<file path="src/rtl/morse_encoder.sv">
// Keypad-value to Morse on-off keying encoder: one 4-bit symbol per valid/ready
// handshake, emitted as timed marks and spaces on tx_out, with a done pulse.
module morse_encoder #(
    parameter int UNIT_CYCLES = 3_000_000,
    parameter int CNT_W       = 22
) (
    input  logic       clk,
    input  logic       rst_n,
    input  logic [3:0] sym_val,
    input  logic       sym_valid,
    output logic       sym_ready,
    output logic       tx_out,
    output logic       busy,
    output logic       done
);

    typedef enum logic [1:0] {
        ST_IDLE  = 2'd0,
        ST_MARK  = 2'd1,
        ST_SPACE = 2'd2,
        ST_GAP   = 2'd3
    } state_t;

    localparam logic [CNT_W-1:0] CYC_LAST = CNT_W'(UNIT_CYCLES - 1);

    // {len[2:0], pat[4:0]}; pattern is left-justified, MSB first, 1 = dash
    function automatic logic [7:0] morse_code(input logic [3:0] v);
        logic [7:0] c;
        case (v)
            4'h0:    c = {3'd5, 5'b11111};
            4'h1:    c = {3'd5, 5'b01111};
            4'h2:    c = {3'd5, 5'b00111};
            4'h3:    c = {3'd5, 5'b00011};
            4'h4:    c = {3'd5, 5'b00001};
            4'h5:    c = {3'd5, 5'b00000};
            4'h6:    c = {3'd5, 5'b10000};
            4'h7:    c = {3'd5, 5'b11000};
            4'h8:    c = {3'd5, 5'b11100};
            4'h9:    c = {3'd5, 5'b11110};
            4'hA:    c = {3'd2, 5'b01000};
            4'hB:    c = {3'd4, 5'b10000};
            4'hC:    c = {3'd4, 5'b10100};
            4'hD:    c = {3'd3, 5'b10000};
            4'hE:    c = {3'd1, 5'b00000};
            4'hF:    c = {3'd4, 5'b00100};
            default: c = {3'd1, 5'b00000};
        endcase
        return c;
    endfunction

    state_t           state_r;
    state_t           state_s;
    logic [CNT_W-1:0] cyc_cnt_r;
    logic [1:0]       unit_cnt_r;
    logic [2:0]       elem_left_r;
    logic [4:0]       pat_r;
    logic             tx_out_r;
    logic             done_r;
    logic [1:0]       units_s;
    logic             state_done_s;
    logic             accept_s;
    logic [7:0]       code_s;

    // Next-state decode: a state ends on the last cycle of its final unit
    always_comb begin
        state_s      = state_r;
        units_s      = 2'd1;
        accept_s     = (state_r == ST_IDLE) && sym_valid;
        code_s       = morse_code(sym_val);
        case (state_r)
            ST_MARK:  units_s = pat_r[4] ? 2'd3 : 2'd1;
            ST_GAP:   units_s = 2'd3;
            default:  units_s = 2'd1;
        endcase
        state_done_s = (cyc_cnt_r == CYC_LAST) && (unit_cnt_r == (units_s - 2'd1));
        case (state_r)
            ST_IDLE: begin
                if (accept_s) state_s = ST_MARK;
                else          state_s = ST_IDLE;
            end
            ST_MARK: begin
                if (!state_done_s)           state_s = ST_MARK;
                else if (elem_left_r > 3'd1) state_s = ST_SPACE;
                else                         state_s = ST_GAP;
            end
            ST_SPACE: begin
                if (state_done_s) state_s = ST_MARK;
                else              state_s = ST_SPACE;
            end
            ST_GAP: begin
                if (state_done_s) state_s = ST_IDLE;
                else              state_s = ST_GAP;
            end
            default: state_s = ST_IDLE;
        endcase
    end

    // State, registered outputs and unit timer (cleared on every state entry)
    always_ff @(posedge clk or negedge rst_n) begin
        if (!rst_n) begin
            state_r    <= ST_IDLE;
            tx_out_r   <= 1'b0;
            done_r     <= 1'b0;
            cyc_cnt_r  <= '0;
            unit_cnt_r <= 2'd0;
        end else begin
            state_r  <= state_s;
            tx_out_r <= (state_s == ST_MARK);
            done_r   <= (state_r == ST_GAP) && (state_s == ST_IDLE);
            if ((state_s != state_r) || (state_r == ST_IDLE)) begin
                cyc_cnt_r  <= '0;
                unit_cnt_r <= 2'd0;
            end else if (cyc_cnt_r == CYC_LAST) begin
                cyc_cnt_r  <= '0;
                unit_cnt_r <= unit_cnt_r + 2'd1;
            end else begin
                cyc_cnt_r  <= cyc_cnt_r + {{(CNT_W-1){1'b0}}, 1'b1};
            end
        end
    end

    // Symbol shift register: latched on accept, advanced after each space
    always_ff @(posedge clk or negedge rst_n) begin
        if (!rst_n) begin
            pat_r       <= 5'd0;
            elem_left_r <= 3'd0;
        end else if (accept_s) begin
            pat_r       <= code_s[4:0];
            elem_left_r <= code_s[7:5];
        end else if ((state_r == ST_SPACE) && state_done_s) begin
            pat_r       <= {pat_r[3:0], 1'b0};
            elem_left_r <= elem_left_r - 3'd1;
        end
    end

    assign tx_out    = tx_out_r;
    assign done      = done_r;
    assign sym_ready = (state_r == ST_IDLE);
    assign busy      = (state_r != ST_IDLE);

endmodule
</file>
<file path="config.mk">
export PLATFORM = sky130hd
export DESIGN_NAME = morse_encoder
export DESIGN_NICKNAME = d
export VERILOG_FILES = /design/src/rtl/morse_encoder.sv
export SDC_FILE = /design/constraint.sdc
export NUM_CORES = 1
export LEC_CHECK = 0
export CELL_PAD_IN_SITES_DETAIL_PLACEMENT = 0
export CELL_PAD_IN_SITES_GLOBAL_PLACEMENT = 2
export CORE_UTILIZATION = 34
export DETAILED_ROUTE_END_ITERATION = 8
export PLACE_DENSITY_LB_ADDON = 0.2
export SYNTH_ARGS = -nofsm -noshare
export SYNTH_HDL_FRONTEND = slang
export SYNTH_SLANG_ARGS = --single-unit
</file>
<file path="constraint.sdc">
create_clock -name clk -period 1.9 [get_ports clk]
set_input_delay 0.19 -clock clk [delete_from_list [all_inputs] [get_ports clk]]
set_output_delay 0.19 -clock clk [all_outputs]
set_load 0.05 [all_outputs]
</file>
After elaboration in Yosys (flattened, before gate mapping)
Memories as Yosys holds them, arrays and structs flattened.
Index checks and enable logic that the tools add are counted.
{"block": "op_classes", "n_lt_le_gt_ge": 1, "n_addsub": 4, "shift": 0, "eq_ne": 7, "n_reduce_logical": 10, "multipliers": 0, "muxes": 16, "div_mod_pow": 0, "bitwise": 0}
{"op": "$mux W22", "n": 2}
{"op": "$add A22 B1 Y22 const B", "n": 1}
{"op": "$eq A22 B22 Y1 const B", "n": 1}
{"op": "$mux W2", "n": 6}
{"op": "$mux W5", "n": 2}
{"op": "$pmux W2 S4", "n": 1}
{"op": "$mux W3", "n": 2}
{"op": "$reduce_bool A2 Y1", "n": 3}
{"op": "$eq A2 B1 Y1 const B", "n": 2}
{"op": "$eq A2 B2 Y1 const B", "n": 2}
{"op": "$logic_and A1 B1 Y1", "n": 4}
{"op": "$logic_not A2 Y1", "n": 2}
{"op": "$pmux W2 S2", "n": 1}
{"op": "$gt A3 B1 Y1 const B", "n": 1}
{"op": "$sub A3 B1 Y3 const B", "n": 1}
{"op": "$add A2 B1 Y2 const B", "n": 1}
{"op": "$eq A2 B2 Y1", "n": 1}
{"op": "$mux W1", "n": 2}
{"op": "$ne A2 B2 Y1", "n": 1}
{"op": "$sub A2 B1 Y2 const B", "n": 1}
{"op": "$logic_or A1 B1 Y1", "n": 1}
{"block": "word_totals", "inputBits": 7, "romBits": 128, "regBits": 36, "wordCells": 46, "n_memories": 1, "latch_bits": 0, "ram_bits": 0}
{"name": "(name not given)", "words": 16, "width": 8, "read_ports": 1, "rd_clocked_by_memory_dff": 0, "wr": 0, "line_no": "29", "text": "case (v)"}

Depth between registers and ports, before layout
Gate-level depths: netlist of run 1.
{"block": "depth", "depth_word": 10, "mapped_depth": 7}

Worst setup path before layout of run 1
No wires, ideal clock.
{"block": "synth_timing", "path_kind": "register -> register", "startpoint": "register state_r[1]", "endpoint": "register cyc_cnt_r[12]", "n_path_buf": 1, "setup_time_ns": 0.121, "setup_slack_ns": -0.423, "required_ns": 1.779, "path_stages_with_launch": 6, "t_arrival_ns": 2.202, "path_cell_list": "dfrtp_1 > nor2_1 > inv_1 > nand2_1 > buf_2 > nor2_1"}
{"item": "from (decl)", "line_no": "51", "text": "state_t state_r;"}
{"item": "from (signal assigned)", "line_no": "107", "text": "state_r <= state_s;"}
{"item": "$logic_not A2 Y1 *"}
{"item": "via sym_ready", "line_no": "11", "text": "output logic sym_ready,"}
{"item": "$logic_and A1 B1 Y1", "line_no": "68", "text": "accept_s = (state_r == ST_IDLE) && sym_valid;"}
{"item": "$mux W1", "line_no": "78", "text": "if (accept_s) state_s = ST_MARK;"}
{"item": "$pmux W2 S4", "line_no": "76", "text": "case (state_r)"}
{"item": "$ne A2 B2 Y1", "line_no": "110", "text": "if ((state_s != state_r) || (state_r == ST_IDLE)) begin"}
{"item": "$logic_or A1 B1 Y1 *", "line_no": "110"}
{"item": "$mux W22 *", "line_no": "110"}
{"item": "to (signal assigned)", "line_no": "117", "text": "cyc_cnt_r <= cyc_cnt_r + {{(CNT_W-1){1'b0}}, 1'b1};"}
{"item": "to (decl)", "line_no": "53", "text": "logic [CNT_W-1:0] cyc_cnt_r;"}
The timed path passes the listed nets; every way through them passes the cells marked *.
A chain may end at the register's enable or synchronous reset.

Worst setup path in the final report of run 1
{"block": "layout_timing", "startpoint": "register cyc_cnt_r[11]", "endpoint": "register state_r[0]"}
{"block": "layout_via", "elab_chain_len": 4}
{"item": "$eq A22 B22 Y1 *", "line_no": "75", "text": "state_done_s = (cyc_cnt_r == CYC_LAST) && (unit_cnt_r == (units_s - 2'd1));"}
{"item": "$logic_and A1 B1 Y1 *", "line_no": "75"}
{"item": "$mux W2, on equally long branches", "line_no": "91, 82, 87"}
{"item": "$pmux W2 S4 *", "line_no": "76"}
{"item": "via state_s[0]", "line_no": "52", "text": "state_t state_s;"}
Marked as above.

==> summary.log, run 1 <==
qor: finish.area_delta_synth_final 23.0%
qor: sta.grt_setup_unrepaired true
qor: sta.totalNegativeSetupSlack -0.103 ns
qor: global_route.grt_antenna_before_repair 0
qor: synth.postSynthCellCount 222
qor: job.timing.max_cap.violations 0
qor: synth.synth_commonest_cells dfrtp_1, nor2_1, nand2_1, xor2_1, nand3_1
qor: worst_setup_path.worst_path_max_fanout 5
qor: sta.fin_worst_skew 0.00725 ns
qor: power_and_ir_drop.worst_ir_drop_vdd 235 µV
qor: clock_tree.cts-buffers-inserted 5
qor: hold_path.hold_path.class input port to asynchronous set/reset pin
qor: finish.multi_input_comb_area 1120 µm²
qor: drt.via_per_inst 5.02
qor: finish.fin_nets 268
qor: synth.synth_edf_count 0
qor: worst_setup_path.startpoint cyc_cnt_r[11]$_DFF_PN0_
qor: die.floorplan.die.width 79.6 µm
qor: clock_tree.root_buffer clkbuf_8
qor: sta.fin_crit_sh 1.03
qor: worst_setup_path.worstReg2RegStart cyc_cnt_r[11]$_DFF_PN0_
qor: sta.finalSetupViolations 3
qor: synth.netlist.top_cell.by_area dfrtp_1
qor: synth.post_synth_instance_area 2050 µm²
qor: finish.layout-drive-gt1-share 0.184
qor: finish.fill_cells 576
qor: sta.worst_pin_slew 0.579 ns
qor: die.start_util 0.363
qor: sta.post-route-min-period 1.95 ns
qor: die.die_h 79.6 µm
qor: worst_setup_path.critical_path_required 2.08 ns
qor: sta.slack_of_the_critical_path -0.0519 ns
qor: power_and_ir_drop.p_sw 326 µW
qor: power_and_ir_drop.intPower 1.08 mW
qor: drt.drt_iter0_drc 102
qor: sta.timing.fmax 512 MHz
qor: clock_tree.tritoncts yes
qor: global_route.vias_in_the_first_global_route 1606
qor: finish.antenna_cells_inserted 0
qor: place.dpl.hpwl 3250 µm
qor: finish.stdcell_area 2520 µm²
qor: synth.synthMostInstantiatedCell dfrtp_1
qor: power_and_ir_drop.cellPowerDensity 560 nW/µm²
qor: clock_tree.clock_sink_count 36
qor: synth.postSynth.topFlopCell dfrtp_1
qor: synth.synth_warnings 0
qor: finish.sequential_cell_area 901 µm²
qor: power_and_ir_drop.comb_power_share 0.050
qor: power_and_ir_drop.clkPwrFrac 0.407
qor: synth.synth_cell_type_count 40
qor: sta.max_slew_violation_count 0
qor: global_route.largest_net_degree_at_the_start_of_global_routing 25
qor: die.ios 11
qor: die.row_count 27
qor: global_route.grt_pass1_wl 7690 µm
qor: clock_tree.clockBufferDepth 2
qor: place.io_buffer_count 10
qor: synth.synth-async-reset-ratio 1.00
qor: worst_setup_path.worst_setup_path_end_kind flop
qor: drt.drt-wirelength-per-cell 14.1 µm
qor: drt.ant_nets 0
qor: synth.syn_nets 236
qor: power_and_ir_drop.power.share.sequential 0.543
qor: synth.synth_seq_cells 36
qor: clock_tree.worst_skew_pair_latency 0.29 ns
qor: power_and_ir_drop.power_leakage 1.15 nW
qor: synth.synth.top_cell.area_share 0.440
qor: drt.dr_total_vias 1641
qor: run_status.violations_in_the_final_reports setup timing
qor: run_status.run_status complete, but fails checks
qor: drt.drt_first_pass_iters 4
qor: synth.ys_top_cells_by_area dfrtp_1, xor2_1, nor2_1, nand2_1, ha_1
qor: global_route.overflow 0
qor: place.placed_cell_area 2330 µm²
qor: synth.synth.yosys.seq_area_share 0.440
qor: power_and_ir_drop.power.switching_fraction 0.231
qor: worst_setup_path.critical_path_class flop to flop
qor: drt.detail_route.wirelength 4600 µm
qor: die.die_area 6330 µm²
qor: synth.postSynthAreaPerCell 9.22 µm²
qor: drt.drc 0
qor: sta.hold_viol 0
qor: clock_tree.clock_tree.htree_level_count 2
qor: worst_setup_path.worst-endpoint-arrival 2.13 ns
qor: clock_tree.clk_transition_reported_paths 0.08 ns
qor: place.globalplace.congestion 0.761
qor: sta.slew_headroom 0.614
qor: global_route.grt_util_all_layers 0.158
qor: worst_setup_path.timing.critical_path.from_type flop
qor: die.area_inside_the_core_boundary 5640 µm²
qor: place.post-place-ws -0.0139 ns
sequential cells by signal (all words and copies together), names as in the netlist:
signal	flops
cyc_cnt_r	22
tx_out	1
unit_cnt_r	2
elem_left_r	3
pat_r	5
state_r	2
done	1
cell usage in the layout, fill, tap and decap left out, drive strengths merged, types with 2 or more instances in the layout:
master	Yosys	layout
o21ai	8	8
nor2	30	30
nand3b	2	2
inv	11	11
clkdlybuf4s50	0	7
dfrtp	36	36
nand2b	4	4
nand2	27	27
ha	7	7
nand4	10	10
xor2	13	13
mux2	3	3
nor3	3	3
buf	3	24
and2	2	2
and3	4	4
nor4	2	2
clkbuf	4	6
a21oi	6	6
xnor2	8	8
o211ai	3	3
clkinv	0	2
and4	4	4
or3	2	2
nand3	12	12
or4b	2	2
mux2i	7	7
final cells by class:
cell class                 count  area share
clock buffer                   6      0.0328
clock inverter                 2     0.00398
inverter                      11      0.0164
multi-input combinational    168       0.444
sequential                    36       0.358
tap                           72      0.0358
timing repair buffer          32       0.109
power by group through the flow:
| stage | clock [mW] | sequential [mW] | combinational [mW] |
|---|---|---|---|
| 2_1_floorplan | 0 | 0.781 | 0.0277 |
| 3_3_place_gp | 0 | 0.781 | 0.0714 |
| 3_5_place_dp | 0 | 0.781 | 0.0709 |
| 4_1_cts | 0.596 | 0.765 | 0.0726 |
| 5_1_grt | 0.631 | 0.765 | 0.0803 |
| 6_report | 0.574 | 0.766 | 0.0706 |
worst max-delay path: stages, from the launching register on:
cell	delay (ns)
dfrtp_1	0.41
or4b_4	0.53
nor4_4	0.33
nand4_1	0.25
a211o_1	0.32
timing repair:
| action | CTS | global route |
|---|---|---|
| setup endpoints to repair | 4 | 28 |
| gates resized for setup | 2 | 11 |
| hold endpoints to repair | 22 | 0 |
| hold buffers | 1 | 0 |
| setup buffers | 2 | 2 |
| pin swaps | 2 | 7 |
| gates cloned | 0 | 0 |
layer usage:
layer / track usage / up-vias / wire [µm]
li1: - / 826 / -
met1: 0.217 / 791 / 2340
met2: 0.246 / 19 / 2090
met3: 0.0343 / 5 / 108
met4: 0.0491 / 0 / 59
met5: 0 / - / 0
worst paths after layout:
path,end,cells after the start,slack [ns]
min in group clk,cyc_cnt_r[0]$_DFF_PN0_,1,0.49
max,state_r[0]$_DFF_PN0_,4,-0.05
max in group asynchronous,cyc_cnt_r[16]$_DFF_PN0_,3,0.94
min reg2reg,cyc_cnt_r[0]$_DFF_PN0_,1,0.49
max reg2reg,state_r[0]$_DFF_PN0_,4,-0.05
min,cyc_cnt_r[0]$_DFF_PN0_,2,0.43
cell families (layout without fill, tap and decap cells):
| family | after synthesis | in the layout | share of synthesized area |
|---|---|---|---|
| fa+ha+maj | 7 | 7 | 0.0428 |
| mux | 10 | 10 | 0.0507 |
| compound gates | 22 | 22 | 0.0642 |
| xor+xnor | 21 | 21 | 0.0899 |
| buf+inv | 18 | 51 | 0.0397 |
| flops | 36 | 36 | 0.440 |
| simple gates | 108 | 108 | 0.273 |
through the flow:
step | cells | hold WS [ns] | util | total power [mW]
3_3_place_gp | 314 | 0.230 | 0.414 | 0.852
2_1_floorplan | 222 | -0.106 | - | 0.809
3_5_place_dp | 314 | 0.223 | 0.414 | 0.852
4_1_cts | 325 | 0.449 | 0.437 | 1.43
5_1_grt | 327 | 0.493 | 0.446 | 1.48
6_report | 327 | 0.429 | 0.446 | 1.41
No activity file was read; power rests on OpenSTA's default activity.
==> run 2: changes to the inputs <==
--- a/config.mk
+++ b/config.mk
@@ -10,6 +10,7 @@
 export CORE_UTILIZATION = 34
 export DETAILED_ROUTE_END_ITERATION = 8
 export PLACE_DENSITY_LB_ADDON = 0.2
+export SLEW_MARGIN = 20
 export SYNTH_ARGS = -nofsm -noshare
 export SYNTH_HDL_FRONTEND = slang
 export SYNTH_SLANG_ARGS = --single-unit
==> results of run 2 <==
Same layout as run 1: the final DEF is identical, and so are final timing and power.
